===== src/rtl/tow_pkg.sv =====
// Shared types for the tug-of-war referee.
// State and player encodings plus the score helper.
package tow_pkg;

    localparam int SCORE_W = 3;

    typedef enum logic [1:0] {
        PLAY,
        WIN,
        RESTART,
        OVER
    } state_e;

    typedef enum logic [1:0] {
        P_NONE,
        P_L,
        P_R
    } player_e;

    // Saturating score increment: never wraps past max.
    function automatic logic [SCORE_W-1:0] sat_inc(
        input logic [SCORE_W-1:0] s,
        input logic [SCORE_W-1:0] max
    );
        return (s < max) ? s + SCORE_W'(1) : max;
    endfunction

endpackage


===== src/rtl/tow_lfsr.sv =====
// 10-bit Fibonacci LFSR, taps 10 and 7, advances on en.
// Drives the computer player's press decision.
module tow_lfsr #(
    parameter logic [9:0] SEED = 10'h001
) (
    input  logic       clk,
    input  logic       reset,
    input  logic       en,
    output logic [9:0] q
);

    // Shift left, feedback from bits 10 and 7.
    always_ff @(posedge clk) begin
        if (reset) begin
            q <= SEED;
        end else if (en) begin
            q <= {q[8:0], q[9] ^ q[6]};
        end
    end

endmodule


===== src/rtl/tow_referee.sv =====
// Round/match sequencer for the tug-of-war light field.
// Define TOW_CPU_PLAYER_EN to make the right player the computer.
module tow_referee
    import tow_pkg::*;
#(
    parameter int NUM_LIGHTS  = 9,
    parameter int SCORE_MAX   = 7,
    parameter int HOLD_CYCLES = 64
) (
    input  logic                  clk,
    input  logic                  reset,
    input  logic                  l_press,
    input  logic                  r_press,
    input  logic [NUM_LIGHTS-1:0] lights,
    output logic                  l_out,
    output logic                  r_out,
    output logic                  play_again,
    output logic                  winner_l,
    output logic                  winner_r,
    output logic [SCORE_W-1:0]    score_l,
    output logic [SCORE_W-1:0]    score_r,
    output logic                  match_over
`ifdef TOW_CPU_PLAYER_EN
    ,
    input  logic [2:0]            cpu_level
`endif
);

    localparam logic [SCORE_W-1:0] SMAX =
        SCORE_W'(SCORE_MAX);
    localparam int HW = $clog2(HOLD_CYCLES + 1);
    localparam logic [HW-1:0] HMAX = HW'(HOLD_CYCLES);

    state_e          state;
    logic [HW-1:0]   hold_cnt;
    logic            r_in;
    logic            in_play;
    player_e         win_p;
    logic [SCORE_W-1:0] next_l;
    logic [SCORE_W-1:0] next_r;

    // Only the two end lights decide a round.
    logic unused_lights;
    assign unused_lights = ^lights;

`ifdef TOW_CPU_PLAYER_EN
    logic [9:0] div_cnt;
    logic       tick;
    logic [9:0] lfsr_q;
    logic       unused_cpu;

    assign tick = (div_cnt == 10'h3ff);
    assign unused_cpu = ^{r_press, lfsr_q[9:3]};

    // Free-running divider: one press decision per 1024 cycles.
    always_ff @(posedge clk) begin
        if (reset) begin
            div_cnt <= '0;
        end else begin
            div_cnt <= div_cnt + 10'd1;
        end
    end

    tow_lfsr #(
        .SEED (10'h001)
    ) u_lfsr (
        .clk   (clk),
        .reset (reset),
        .en    (tick),
        .q     (lfsr_q)
    );

    assign r_in = tick & (lfsr_q[2:0] < cpu_level);
`else
    assign r_in = r_press;
`endif

    assign in_play = (state == PLAY) & ~reset;
    assign l_out   = in_play & l_press;
    assign r_out   = in_play & r_in;

    assign next_l = sat_inc(score_l, SMAX);
    assign next_r = sat_inc(score_r, SMAX);

    // Decode a round win; simultaneous presses never win.
    always_comb begin
        win_p = P_NONE;
        unique case (1'b1)
            lights[NUM_LIGHTS-1] & l_press & ~r_in:
                win_p = P_L;
            lights[0] & r_in & ~l_press:
                win_p = P_R;
            default:
                win_p = P_NONE;
        endcase
    end

    // Round sequencer with registered scores and flags.
    always_ff @(posedge clk) begin
        if (reset) begin
            state      <= PLAY;
            hold_cnt   <= '0;
            score_l    <= '0;
            score_r    <= '0;
            winner_l   <= 1'b0;
            winner_r   <= 1'b0;
            play_again <= 1'b0;
            match_over <= 1'b0;
        end else begin
            play_again <= 1'b0;
            unique case (state)
                PLAY: begin
                    hold_cnt <= '0;
                    unique case (win_p)
                        P_L: begin
                            score_l  <= next_l;
                            winner_l <= 1'b1;
                            if (next_l == SMAX) begin
                                state      <= OVER;
                                match_over <= 1'b1;
                            end else begin
                                state <= WIN;
                            end
                        end
                        P_R: begin
                            score_r  <= next_r;
                            winner_r <= 1'b1;
                            if (next_r == SMAX) begin
                                state      <= OVER;
                                match_over <= 1'b1;
                            end else begin
                                state <= WIN;
                            end
                        end
                        default: ;
                    endcase
                end
                WIN: begin
                    if (hold_cnt == HMAX) begin
                        state      <= RESTART;
                        hold_cnt   <= '0;
                        play_again <= 1'b1;
                        winner_l   <= 1'b0;
                        winner_r   <= 1'b0;
                    end else begin
                        hold_cnt <= hold_cnt + HW'(1);
                    end
                end
                RESTART: begin
                    state <= PLAY;
                end
                OVER: begin
                    state <= OVER;
                end
                default: begin
                    state <= PLAY;
                end
            endcase
        end
    end

endmodule


===== config.mk =====
export PLATFORM = sky130hd
export DESIGN_NAME = tow_referee
export DESIGN_NICKNAME = d
export VERILOG_FILES = /design/src/rtl/tow_pkg.sv /design/src/rtl/tow_lfsr.sv /design/src/rtl/tow_referee.sv
export SDC_FILE = /design/constraint.sdc
export NUM_CORES = 1
export LEC_CHECK = 0
export CAP_MARGIN = 20
export CORE_ASPECT_RATIO = 2
export CORE_MARGIN = 2
export CORE_UTILIZATION = 38
export DETAILED_ROUTE_END_ITERATION = 10
export PLACE_DENSITY_LB_ADDON = 0.1
export SLEW_MARGIN = 15
export SYNTH_ARGS = -nofsm -noshare
export SYNTH_HDL_FRONTEND = slang
export SYNTH_HIERARCHICAL = 1
export SYNTH_SLANG_ARGS = --single-unit

===== constraint.sdc =====
create_clock -name clk -period 1.6 [get_ports clk]
set_input_delay 0.24 -clock clk [delete_from_list [all_inputs] [get_ports clk]]
set_output_delay 0.24 -clock clk [all_outputs]
set_load 0.01 [all_outputs]

---- Word level (Yosys, flattened, before mapping) ----
Index checks and enable logic that the tools add are counted.
Widths: inputs -> output; s select.
operators by class
  $add $sub $neg .......................... 3
  $lt $le $gt $ge ......................... 2
  eq/ne operators ......................... 14
  muxes and demuxes ....................... 19
  bitwise operators ....................... 11
  reductions and logical operators ........ 10
operators with widths
  kind                 number
  $pmux 7 s2           1
  $pmux 2 s2           2
  $pmux 2 s4           1
  $add 7x1->7 const B  1
  $and 1x1->1          7
  $eq 7x7->1 const B   1
  $mux 7               1
  $add 3x1->3 const B  2
  $eq 2x2->1 const B   3
  $eq 3x3->1 const B   2
  $lt 3x3->1 const B   2
  $mux 1               6
  $mux 2               3
  $mux 3               2
  $ne 2x2->1 const B   3
  $pmux 1 s2           3
  $reduce_and 2->1     3
  $reduce_and 3->1     2
  $eq 2x1->1 const B   2
  $ne 2x1->1 const B   2
  $not 1->1            4
  $reduce_and 4->1     1
  $reduce_bool 2->1    2
  $ne 3x1->1 const B   1
  2 further kinds      2
word-level totals
  register bits after elaboration ......... 19
  input port bits ......................... 13
  output and inout port bits .............. 12

---- Depth between registers and ports, before layout ----
Gate-level depths: netlist of the first run.
  depth in word-level cells ............... 6
  mapped depth ............................ 9

---- Worst setup path after synthesis of the first run ----
Ideal clock, no wire load.
  kind .................................... reg-to-reg
  from .................................... register hold_cnt[0]
  to ...................................... register state[1]
  setup time .............................. 132 ps
  arrival ................................. 1646 ps
  required time ........................... 1468 ps
  setup slack ............................. -178 ps
  cell stages (with the launch flop) ...... 8
  period minus slack after synthesis ...... 1778 ps
  cells stage by stage .................... dfxtp_1 inv_1 ha_1 or4b_4 o31a_4 a31oi_4 nand2b_1 a21oi_2
between the ends
  longest elaborated chain between the ends .. 3
RTL lines
  what                               line                RTL
  start, declared                    tow_referee.sv:35   logic [HW-1:0] hold_cnt;
  start signal, assigned             tow_referee.sv:146  hold_cnt <= hold_cnt + HW'(1);
  $eq 7x7->1                         tow_referee.sv:139  if (hold_cnt == HMAX) begin
  $ne 2x2->1 (no source line)        n/a
  $reduce_and 2->1 (no source line)  n/a
  end signal, assigned               tow_referee.sv:140  state <= RESTART;
  end signal, assigned               tow_referee.sv:150  state <= PLAY;
  end signal, assigned               tow_referee.sv:153  state <= OVER;
  end, declared                      tow_referee.sv:34   state_e state;
No other way between the ends.
A chain may end at the register's enable or synchronous reset.

---- Final worst setup path of the first run ----
Ends and elaborated chain as after synthesis.

==> results.md, run 1 <==
Worst hold path:
- The worst hold path begins at hold_cnt[6].
- In this run the worst hold path is classified as flop to flop.

Die:
- For this configuration, the core starts out at a cell density of 40.1%.
- The die covers 0.00314 mm2.
- The die width is 40.6 um.
- The number of placed I/O pins is 25.
- Row generation in the floorplan step produced 26 rows.
- The area inside the core boundary is 0.00254 mm2.
- The die is 77.2 um tall.

Cells and area:
- The design area is 0.00147 mm2.
- In the layout the commonest cells are 23 x sky130_fd_sc_hd__buf_4, 17 x sky130_fd_sc_hd__dfxtp_1, 15 x sky130_fd_sc_hd__nor2_1, 15 x sky130_fd_sc_hd__clkdlybuf4s50_1, 13 x sky130_fd_sc_hd__nand2_1.
- Cells fill 57.9% of the core in the end.
- The count of placed standard cells in the final layout, fillers left out is 191.
- The number of inserted filler cells in the final layout is 254.
- For this run, the post-layout net count is 184.
- The share of layout cells above drive strength 1 is 29.4%.
- The synthesis-to-finish area growth is 44.3%.
- The combined flip-flop and latch cell area is 383 um2.
- The number of antenna repair diodes is 0.
- The commonest non-fill, non-tap cell in the layout is sky130_fd_sc_hd__buf_4.
- The area of combinational cells with multiple inputs is 636 um2.

Timing:
- Setup repair after global routing could not meet its margin everywhere.
- The number of endpoints with negative hold slack in the final report was 0.
- The routed design could run at a clock period as short as 1810 ps.
- The worst setup margin is -206 ps.
- The number of pins exceeding their max-slew limit in the final report is 0.
- The hold slack is 461 ps.
- The largest clock skew in the final design is 4.21 ps.
- The worst pin sits at a relative slew slack of 75.8%.
- The number of failing setup endpoints in the final timing report is 11.
- Timing would allow up to 554 MHz.
- The transition time at the pin with the least slew margin is 360 ps.
- Of the available clock period, the critical path in the final layout requires 113%.

Yosys:
- Summing every instance area after synthesis gives 0.00102 mm2.
- In this run, synthesis produced a sequential element count of 19.
- Yosys mapped the design onto 31 distinct sky130hd cell types.
- The share of the yosys chip area belonging to registers is 37.3%.
- Synthesis produced 122 cells.
- Averaged over all synthesized cells, the footprint is 8.35 um2.
- The biggest area consumer among synthesized cells is sky130_fd_sc_hd__dfxtp_1.
- Sorting the synthesized cells by area gives the leading types as sky130_fd_sc_hd__dfxtp_1 37%, sky130_fd_sc_hd__ha_1 8.6%, sky130_fd_sc_hd__nand2_1 5.5%, sky130_fd_sc_hd__nor2_1 5.5%, sky130_fd_sc_hd__a21oi_1 5.4%.
- Yosys printed 6 warnings.
- The fraction of synthesized cell area taken by the top area cell type is 37.3%.
- The net count of the mapped netlist is 142.

Power:
- The cell area power density is 1230 mW/mm2.
- The fraction of power consumed by sequential logic is 30.7%.
- The net switching fraction of the power is 36.1%.
- The internal power contribution is 1.16 mW.
- The power share of the combinational group is 50.4%.
- In this run the power spent charging and discharging nets is 0.655 mW.
- IR analysis of the VDD net gives a maximum drop of 724 uV.
- The proportion of power drawn by the clock network is 18.9%.
- The design draws 1.81 mW.
- The static leakage is 0.587 nW.

Route:
- The DRC violation total after the first TritonRoute iteration is 8.
- The detailed router placed 1021 vias in this run.
- In the final routed layout, each cell accounts on average for 13.3 um.
- The DRC violation count after routing is 0.
- The final routed wirelength across all metal layers is 2530 um.
- The routed via count divided by cell count is 5.35.
- The number of nets with antenna violations after detailed routing is 0.
- Before antenna repair, the detailed router went through 4 iterations.

Worst setup path:
- The required time reported for the critical path endpoint is 1750 ps.
- The critical path capture point type is a flop.
- The startpoint of the most critical setup path is hold_cnt[0].
- The path type of the worst setup path is flop to flop.
- STA puts the critical path data arrival time at 1950 ps.
- Of all nets on the critical path, the largest fanout is 4.
- The startpoint kind of the worst setup timing path is a flop.
- The startpoint identified for the worst register-to-register timing path is hold_cnt[0].

Global route:
- The number of antenna violations at the first check in global routing is 0.
- The wire length of the first global-routing pass is 4070 um.
- The total track usage is 17.9%.
- The number of global-route vias before repair is 1037.
- Entering global routing, the biggest net connects 17 pins.
- For this run the aggregate overflow at the end of global routing stands at 0.

CTS:
- The clock tree from TritonCTS is done.
- The number of buffers inserted for hold repair after clock tree synthesis is 0.
- Counting along the longest clock path gives a buffer depth of 2.
- At the later pin of the worst-skew pair, clock insertion delay measures 260 ps.
- The clock-pin slew of the registers on the worst-case setup and hold paths is 80 ps.
- The number of clock sinks seen by CTS is 19.
- The maximum level of the CTS H-tree is 1.
- Clock tree synthesis selected as its root buffer the cell sky130_fd_sc_hd__clkbuf_8.
- The number of clock buffers inserted by TritonCTS is 3.

Placement:
- The total placed cells including tap cells is 186.
- The wire-length estimate of the detail-placed layout is 1900 um.
- In this run the cell area measured after placement is 0.00138 mm2.
- At the end of routability-driven placement, the weighted congestion stood at 0.757.
- The total of buffers placed on input and output ports is 17.

Outcome:
- The checks that failed: setup timing.
- The flow ran to the end, but the final reports show violations.

Flow run:
- The number of max-cap violations is 0.
==> Yosys cell counts <==
library cell                n
sky130_fd_sc_hd__and3_1     2
sky130_fd_sc_hd__nand3_1    5
sky130_fd_sc_hd__a41oi_1    1
sky130_fd_sc_hd__or2_2      1
sky130_fd_sc_hd__a211oi_2   1
sky130_fd_sc_hd__a22oi_1    3
sky130_fd_sc_hd__a31oi_4    1
sky130_fd_sc_hd__a31oi_1    2
sky130_fd_sc_hd__nor3b_1    2
sky130_fd_sc_hd__o31a_4     1
sky130_fd_sc_hd__o311ai_1   1
sky130_fd_sc_hd__and2_1     1
sky130_fd_sc_hd__and3b_1    1
sky130_fd_sc_hd__inv_1      7
sky130_fd_sc_hd__xnor2_1    1
sky130_fd_sc_hd__nand2b_1   2
sky130_fd_sc_hd__clkbuf_1   4
sky130_fd_sc_hd__nor3_1     2
sky130_fd_sc_hd__a211oi_1   2
sky130_fd_sc_hd__nand2_1   15
sky130_fd_sc_hd__dfxtp_1   19
sky130_fd_sc_hd__ha_1       7
sky130_fd_sc_hd__a21oi_1   11
sky130_fd_sc_hd__or4b_4     1
sky130_fd_sc_hd__nand3b_1   2
sky130_fd_sc_hd__o21a_1     2
sky130_fd_sc_hd__nor2_1    15
sky130_fd_sc_hd__or2b_1     2
sky130_fd_sc_hd__a311oi_1   4
sky130_fd_sc_hd__o21ai_0    3
sky130_fd_sc_hd__a21oi_2    1
==> logic make-up after synthesis <==
| logic type | synth area share, % |
|---|---|
| compound gates | 24.3 |
| xor+xnor | 0.860 |
| fa+ha+maj | 8.60 |
| buf+inv | 4.05 |
| flops | 37.3 |
| simple gates | 24.8 |
==> critical path, cell delays in order (launching register included) <==
cell and delay, ps:
sky130_fd_sc_hd__dfxtp_2 330, sky130_fd_sc_hd__inv_2 80, sky130_fd_sc_hd__ha_4 120, sky130_fd_sc_hd__or4b_4 460, sky130_fd_sc_hd__o31a_4 310, sky130_fd_sc_hd__a31oi_4 190, sky130_fd_sc_hd__nand2b_1 150, sky130_fd_sc_hd__a21oi_2 50
==> state kept, by name, summed over array words and instances (netlist names) <==
name / flops
score_l: 3
play_again: 1
winner_l: 1
state: 2
match_over: 1
hold_cnt: 7
score_r: 3
winner_r: 1
==> metal layers <==
metal / vias to the layer above / global-route usage, % / share of wire (%)
li1: 513 / - / -
met2: 13 / 34.1 / 57
met5: - / 0 / 0
met3: 4 / 2.89 / 1.5
met1: 491 / 16.6 / 40
met4: 0 / 6.33 / 1.4
==> metrics by stage <==
step,setup slack (ps),TNS (ps)
floorplan,-155,-413
global placement,-196,-2050
detailed placement,-186,-2250
CTS,-200,-1530
global route,-300,-2230
finish,-206,-1410
==> repair_timing <==
item	4_1_cts	5_1_grt
pin swaps	2	6
gates resized for setup	12	9
gates cloned	0	0
setup endpoints to repair	13	13
buffers inserted	1	0
==> layout make-up <==
cell class / instances / area share (%)
multi-input combinational: 92 / 43.2
sequential: 19 / 26.0
timing repair buffer: 41 / 23.4
clock buffer: 3 / 2.81
tap: 28 / 2.38
inverter: 7 / 1.79
clock inverter: 1 / 0.340
==> power by group through the flow <==
stage | logic (mW) | registers (mW) | clock network [mW]
floorplan | 0.482 | 0.580 | 0
global placement | 0.849 | 0.565 | 0
detailed placement | 0.857 | 0.567 | 0
CTS | 0.886 | 0.557 | 0.352
global route | 1.01 | 0.566 | 0.371
finish | 0.913 | 0.557 | 0.342
==> final timing paths <==
check	cells past startpoint	end	slack, ps
min reg2reg	1	hold_cnt[6]	460
max	7	state[1]	-210
min	1	hold_cnt[6]	460
max reg2reg	7	state[1]	-210
Power figures use the tool's default switching activity.
==> inputs of run 2 (changes only) <==
--- a/config.mk
+++ b/config.mk
@@ -6,8 +6,8 @@
 export NUM_CORES = 1
 export LEC_CHECK = 0
 export CAP_MARGIN = 20
-export CORE_ASPECT_RATIO = 2
-export CORE_MARGIN = 2
+export CORE_ASPECT_RATIO = 0.8
+export CORE_MARGIN = 3
 export CORE_UTILIZATION = 38
 export DETAILED_ROUTE_END_ITERATION = 10
 export PLACE_DENSITY_LB_ADDON = 0.1
==> results.md, run 2 (synthesized netlist as in run 1, its figures left out) <==
Cells and area:
- Leaving out fill and tap cells, the most frequent cell in the layout is sky130_fd_sc_hd__buf_4.
- Relative to the synthesized area, the layout overhead comes to 52.2%.
- 0 antenna diodes ended up in the layout.
- The register with the most flip-flops in the layout has 7 of them.
- The register with the most flip-flops is hold_cnt.
- The top cell types in the final layout, fill and taps aside, are 26 x sky130_fd_sc_hd__buf_4, 14 x sky130_fd_sc_hd__nor2_1, 14 x sky130_fd_sc_hd__nand2_1, 14 x sky130_fd_sc_hd__clkdlybuf4s50_1, 11 x sky130_fd_sc_hd__dfxtp_1.
- The count of placed standard cells in the final layout, fillers left out is 204.
- In the final layout, the registers with the most flip-flops are hold_cnt: 7 flops, score_l: 3 flops, score_r: 3 flops.
- The share of layout cells above drive strength 1 is 38.1%.
- For this run, the post-layout net count is 189.
- The share of the core filled with cells is 62.0%.

CTS:
- The clock tree from TritonCTS is done.
- The tree is rooted in a sky130_fd_sc_hd__clkbuf_4.
- The maximum level of the CTS H-tree is 1.
- The clock-pin slew of the registers on the worst-case setup and hold paths is 120 ps.
- Clock tree synthesis found a total of 19 sinks.
- No sink is reached through more buffers than the 2 on the longest clock path.
- The number of buffers inserted for hold repair after clock tree synthesis is 0.
- The number of clock buffers inserted by TritonCTS is 3.
- For the worst-skew pair, the clock arrives at the later sink with an insertion delay of 310 ps.

Worst hold path:
- The worst hold path begins at hold_cnt[6].
- The hold path depth is 1.
- The destination of the worst hold path is hold_cnt[6].
- The min-delay analysis places its worst path in the category flop to flop.

Route:
- After detailed routing, the number of remaining DRC violations is 0.
- The number of nets with antenna violations after detailed routing is 0.
- Summed over all layers, the routed wires come to 2590 um.
- In this run, the number of DRC markers left after iteration 0 of detailed routing was 57.
- The count of TritonRoute iterations in the first routing pass is 6.
- The mean routed wirelength per cell is 12.7 um.
- The routed layout has 1036 vias.
- After detailed routing, the number of vias per cell comes to 5.08.

Worst setup path:
- STA classifies the critical path startpoint as a flop.
- For flop-to-flop paths, the worst setup slack is -260 ps.
- The required time reported for the critical path endpoint is 1800 ps.
- The maximum fanout along the worst path is 4.
- STA classifies the critical path endpoint as a flop.
- The path type of the worst setup path is flop to flop.
- The critical path goes through inv_2 -> ha_4 -> or4b_4 -> o31a_4 -> a31oi_4 -> nand2b_1 -> a21oi_2.
- In this run the critical register-to-register path is launched from hold_cnt[0].
- The signal arrival time at the worst endpoint is 2060 ps.
- The peak per-stage delay on the critical path is 470 ps.
- The cell with the largest stage delay on the worst path is sky130_fd_sc_hd__or4b_4.
- The endpoint of the lowest-slack register-to-register path is state[1].
- The worst register-to-register path has a depth of 7.

Global route:
- The number of antenna violations at the first check in global routing is 0.
- The number of global-route vias before repair is 898.
- The total track usage is 15.1%.
- Entering global routing, the biggest net connects 20 pins.
- After global routing the overflow that remains totals 0.
- The wire length of the first global-routing pass is 3890 um.

Timing:
- The max-slew headroom at the worst pin is 79.6%.
- Clock skew on the completed layout was measured at 7.23 ps.
- The number of endpoints with negative hold slack in the final report came to 0.
- The number of pins exceeding their max-slew limit in the final report is 0.
- Setup violations remaining at the end of the flow were counted as 10.
- Based on the critical path, the design can be clocked at up to 537 MHz.
- Hold timing on the final database bottoms out at a slack of 463 ps.
- Subtracting the final worst setup slack from the clock period gives 1860 ps.
- The worst setup margin is -262 ps.
- Setup repair after global routing could not meet its margin everywhere.
- At the pin with the least slew margin, the transition time is 305 ps.
- The share of the clock period used by the worst path after layout is 116%.

Power:
- Net switching is 37.5% of the power.
- Cell internal power was estimated by the tool at 1.20 mW.
- The power share of the combinational group is 56.8%.
- Across the VDD grid, the largest voltage drop is 666 uV.
- The proportion of power drawn by the clock network is 13.5%.
- Per report_power, the sequential group accounts for 29.7% of the total.
- The static leakage is 0.631 nW.
- The completed layout was analyzed and its total power is 1.91 mW.
- The analysis attributes to net switching a power of 0.716 mW.
- For this design the ratio of total power to cell area is 1230 mW/mm2.

Flow run:
- Across the run, the number of max-cap violations was 0.

Die:
- The cell row count is 16.
- The number of placed I/O pins is 25.
- The area inside the core boundary is 0.00250 mm2.
- The die covers 0.00334 mm2.
- From left edge to right edge, the die measures 63.9 um.
- The initial utilization of the core area, before any placement, comes to 40.7%.
- The floorplan die height is 52.3 um.

Placement:
- The HPWL after detailed placement is 1690 um.
- Routability-driven placement finished with a final weighted congestion of 0.819.
- Input and output buffers added on the ports amount to 17.
- The total placed cells including tap cells is 196.
- The pre-CTS setup slack is -223 ps.

Outcome:
- The checks that failed: setup timing.
- The run finished, with violations left.
-- run 2: cell type report --
| type | instances | area, um2 |
|---|---|---|
| clock inverters | 1 | 5.00 |
| multi-input cells | 92 | 669 |
| repair buffers | 46 | 392 |
| clock buffers | 3 | 22.5 |
| flip-flops and latches | 19 | 390 |
| well taps | 36 | 45.0 |
| inverters | 7 | 26.3 |
| fillers | 232 | 952 |
-- run 2: worst max-delay path, delay by kind of cell (launching register included) --
kind                     cells  cell delay [ps]
adder cells (fa/ha/maj)      1              130
buffers and inverters        1               70
AND/OR/NAND/NOR              2              630
flip-flops                   1              340
AO/OA/AOI/OAI                3              590
-- run 2: power by group through the flow --
stage	sequential, mW	combinational [mW]	clock, mW
after floorplan	0.580	0.482	0
after global placement	0.567	0.882	0
after detailed placement	0.570	0.900	0
after CTS	0.560	0.933	0.265
after global routing	0.576	1.19	0.279
final	0.568	1.09	0.258
-- run 2: worst max path at each step --
stage	end	start	depth (start not counted)	slack (ps)
finish	state[1]	hold_cnt[0]	7	-260
global route	state[0]	hold_cnt[0]	7	-320
CTS	state[1]	hold_cnt[1]	7	-240
detailed placement	state[1]	hold_cnt[1]	7	-220
global placement	state[1]	hold_cnt[1]	7	-210
floorplan	state[1]	hold_cnt[0]	7	-160
-- run 2: metrics by stage --
step | cell area [um2] | setup TNS (ps)
2_1_floorplan | 1020 | -413
3_3_place_gp | 1410 | -1900
3_5_place_dp | 1410 | -2110
4_1_cts | 1440 | -1540
5_1_grt | 1550 | -2550
6_report | 1550 | -1880
-- run 2: metal layers --
metal / track usage, % / up-vias / part of all wire [%]
met1: 20.1 / 481 / 48
li1: - / 527 / -
met3: 5.36 / 2 / 4.7
met4: 4.30 / 0 / 0.50
met5: 0 / - / 0
met2: 23.0 / 26 / 47
-- run 2: what timing repair did --
item                                    4_1_cts  5_1_grt
endpoints found under the setup margin       12       20
gates resized for setup                      10       25
cloned                                        0        0
pin swaps                                     0        8
buffers inserted                              1        3
==> inputs of run 3 (changes only) <==
--- a/config.mk
+++ b/config.mk
@@ -5,10 +5,11 @@
 export SDC_FILE = /design/constraint.sdc
 export NUM_CORES = 1
 export LEC_CHECK = 0
-export CAP_MARGIN = 20
+export CELL_PAD_IN_SITES_DETAIL_PLACEMENT = 1
+export CELL_PAD_IN_SITES_GLOBAL_PLACEMENT = 2
 export CORE_ASPECT_RATIO = 0.8
 export CORE_MARGIN = 3
-export CORE_UTILIZATION = 38
+export CORE_UTILIZATION = 25
 export DETAILED_ROUTE_END_ITERATION = 10
 export PLACE_DENSITY_LB_ADDON = 0.1
 export SLEW_MARGIN = 15
==> results.md, run 3 (synthesized netlist as in run 1, its figures left out) <==
Placement:
- The congestion estimate from routability-driven global placement came to 0.748.
- The instance area after placement is 0.00143 mm2.
- Prior to clock tree synthesis, the placed netlist has a worst setup slack of -267 ps.
- The placed wire-length estimate is 2190 um.
- The total of buffers placed on input and output ports is 17.

CTS:
- The clock-pin slew of the registers on the worst-case setup and hold paths is 80 ps.
- The tree is rooted in a sky130_fd_sc_hd__clkbuf_8.
- Buffers inserted during clock tree synthesis total 3.
- In this run the number of H-tree levels came out at 1.
- Hold repair after CTS inserted 0 buffers.
- The number of clock sinks seen by CTS is 19.
- The clock tree from TritonCTS is done.
- The later pin in the worst-skew pair is clocked with a latency of 260 ps.
- The maximum root-to-sink buffer count is 2.

Die:
- The number of placed I/O pins is 25.
- The cell row count is 20.
- The effective utilization at floorplan is 26.4%.
- The die width is 77.4 um.
- The die covers 0.00488 mm2.
- The floorplan die height is 63.1 um.
- The area inside the core boundary is 0.00385 mm2.

Cells and area:
- In the layout the commonest cells are 30 x sky130_fd_sc_hd__buf_4, 16 x sky130_fd_sc_hd__dfxtp_1, 15 x sky130_fd_sc_hd__nand2_1, 15 x sky130_fd_sc_hd__clkdlybuf4s50_1, 14 x sky130_fd_sc_hd__nor2_1.
- The largest registers in the layout are hold_cnt: 7 flops, score_l: 3 flops, score_r: 3 flops.
- The design area is 0.00156 mm2.
- The number of antenna repair diodes is 0.
- At the end of the flow, the number of nets in the layout was 190.
- hold_cnt holds more flip-flops than any other register.
- From synthesis to final layout, the design area changed by 53.1%.
- The share of layout cells above drive strength 1 is 35.5%.
- The flip-flop count of the largest register, all copies and words added is 7.
- The library cell used most frequently in the layout, excluding fill and tap cells, is sky130_fd_sc_hd__buf_4.

Timing:
- The achievable frequency is 539 MHz.
- The setup total negative slack is -1700 ps.
- The number of endpoints with negative hold slack in the final report is 0.
- Setup repair after global routing could not meet its margin everywhere.
- After layout, the minimum clock period comes to 1850 ps.
- The worst setup margin is -255 ps.
- The share of the clock period used by the worst path after layout is 116%.
- Setup violations remaining at the end of the flow were counted as 10.
- The max-slew headroom at the worst pin is 83.2%.
- The largest clock skew in the final design is 1.70 ps.
- The number of pins exceeding their max-slew limit in the final report is 0.
- At the pin with the least slew margin, the transition time is 252 ps.

Power:
- Combinational logic burns 51.8% of the power.
- The net switching fraction of the power is 36.9%.
- The static leakage is 0.619 nW.
- The switching power is 0.706 mW.
- Cell internal power was estimated by the tool at 1.21 mW.
- The cell area power density is 1230 mW/mm2.
- The worst-case IR drop observed on VDD is 488 uV.
- The proportion of power drawn by the clock network is 18.3%.
- The fraction of power consumed by sequential logic is 29.9%.

Route:
- The first detailed-routing pass ran for 4 iterations.
- The DRC violation count after routing is 0.
- In the routed layout, each cell is associated on average with a via count of 4.52.
- The DRC violation total after the first TritonRoute iteration is 35.
- In the final routed layout, each cell accounts on average for 12.8 um.
- The number of nets with antenna violations after detailed routing is 0.
- The final routed wirelength across all metal layers is 2870 um.
- The via total after detailed routing is 1012.

Global route:
- The first global-routing pass estimated 4900 um of wire.
- The number of antenna violations at the first check in global routing came to 0.
- The total congestion overflow after global routing is 0.
- The number of global-route vias before repair is 1030.
- Entering global routing, the biggest net connects 17 pins.
- The total track usage is 12.6%.

Worst setup path:
- The worst setup path is captured at a flop.
- STA puts the critical path data required time at 1800 ps.
- The path type of the worst setup path is flop to flop.
- STA puts the critical path data arrival time at 2050 ps.
- The worst setup path is launched from a flop.
- In this run the worst path has a maximum fanout of 4.

Outcome:
- The run finished, with violations left.
- The checks that failed: setup timing.

Worst hold path:
- The class of the tightest hold or removal check is flop to flop.

Flow run:
- The number of max-cap violations is 0.
## run 3: changes by cell type in the layout (fill, tap and decap cells not counted), moves of 3 or more
cell                       change
sky130_fd_sc_hd__dfxtp_1       +5
sky130_fd_sc_hd__buf_4         +4
sky130_fd_sc_hd__dfxtp_2       -5
sky130_fd_sc_hd__clkbuf_8      +3
sky130_fd_sc_hd__buf_6         -3
sky130_fd_sc_hd__clkbuf_4      -3
## run 3: critical path: stages (launching register included)
cell	delay, ps
sky130_fd_sc_hd__dfxtp_2	330
sky130_fd_sc_hd__inv_2	60
sky130_fd_sc_hd__ha_2	150
sky130_fd_sc_hd__or4b_4	460
sky130_fd_sc_hd__o31a_4	320
sky130_fd_sc_hd__a31oi_4	200
sky130_fd_sc_hd__o311ai_2	140
sky130_fd_sc_hd__a21oi_2	130
## run 3: final timing paths
kind	from	end	slack (ps)	cells after the start
hold / removal	hold_cnt[6]	hold_cnt[6]	450	1
setup reg to reg	hold_cnt[1]	state[1]	-250	7
hold reg to reg	hold_cnt[6]	hold_cnt[6]	450	1
setup / recovery	hold_cnt[1]	state[1]	-250	7
## run 3: layer usage
layer  routed length (um)  vias up  GRT usage, %
li1                     -      525             -
met3                   82        2          3.00
met1                 1490      474          17.0
met2                 1270       11          19.8
met5                    0        -             0
met4                   19        0          4.00
## run 3: power by group through the flow
stage	Clock, mW	Combinational (mW)	Sequential [mW]
finish	0.350	0.990	0.573
global route	0.385	1.11	0.584
CTS	0.372	0.975	0.567
detailed placement	0	0.880	0.577
global placement	0	0.864	0.573
floorplan	0	0.482	0.580
## run 3: final cells by class
type / count / area (um2)
Tap cell: 55 / 68.8
Clock buffer: 3 / 41.3
Fill cell: 494 / 2290
Multi-Input combinational cell: 92 / 648
Sequential cell: 19 / 384
Inverter: 7 / 26.3
Timing Repair Buffer: 47 / 385
Clock inverter: 1 / 5.00
## run 3: per-stage QoR
step                      hold WS (ps)  cells  utilization, %  power [mW]
after global placement             436    215            37.1        1.44
after detailed placement           443    215            37.1        1.46
final                              447    224            40.5        1.91
after global routing               487    224            40.5        2.08
after CTS                          454    224            40.1        1.91
after floorplan                    312    122               -        1.06
## run 3: what timing repair did
item	4_1_cts	5_1_grt
gates resized for setup	14	10
gates cloned	0	0
setup endpoints to repair	12	17
pin swaps	5	5
buffers inserted	5	0
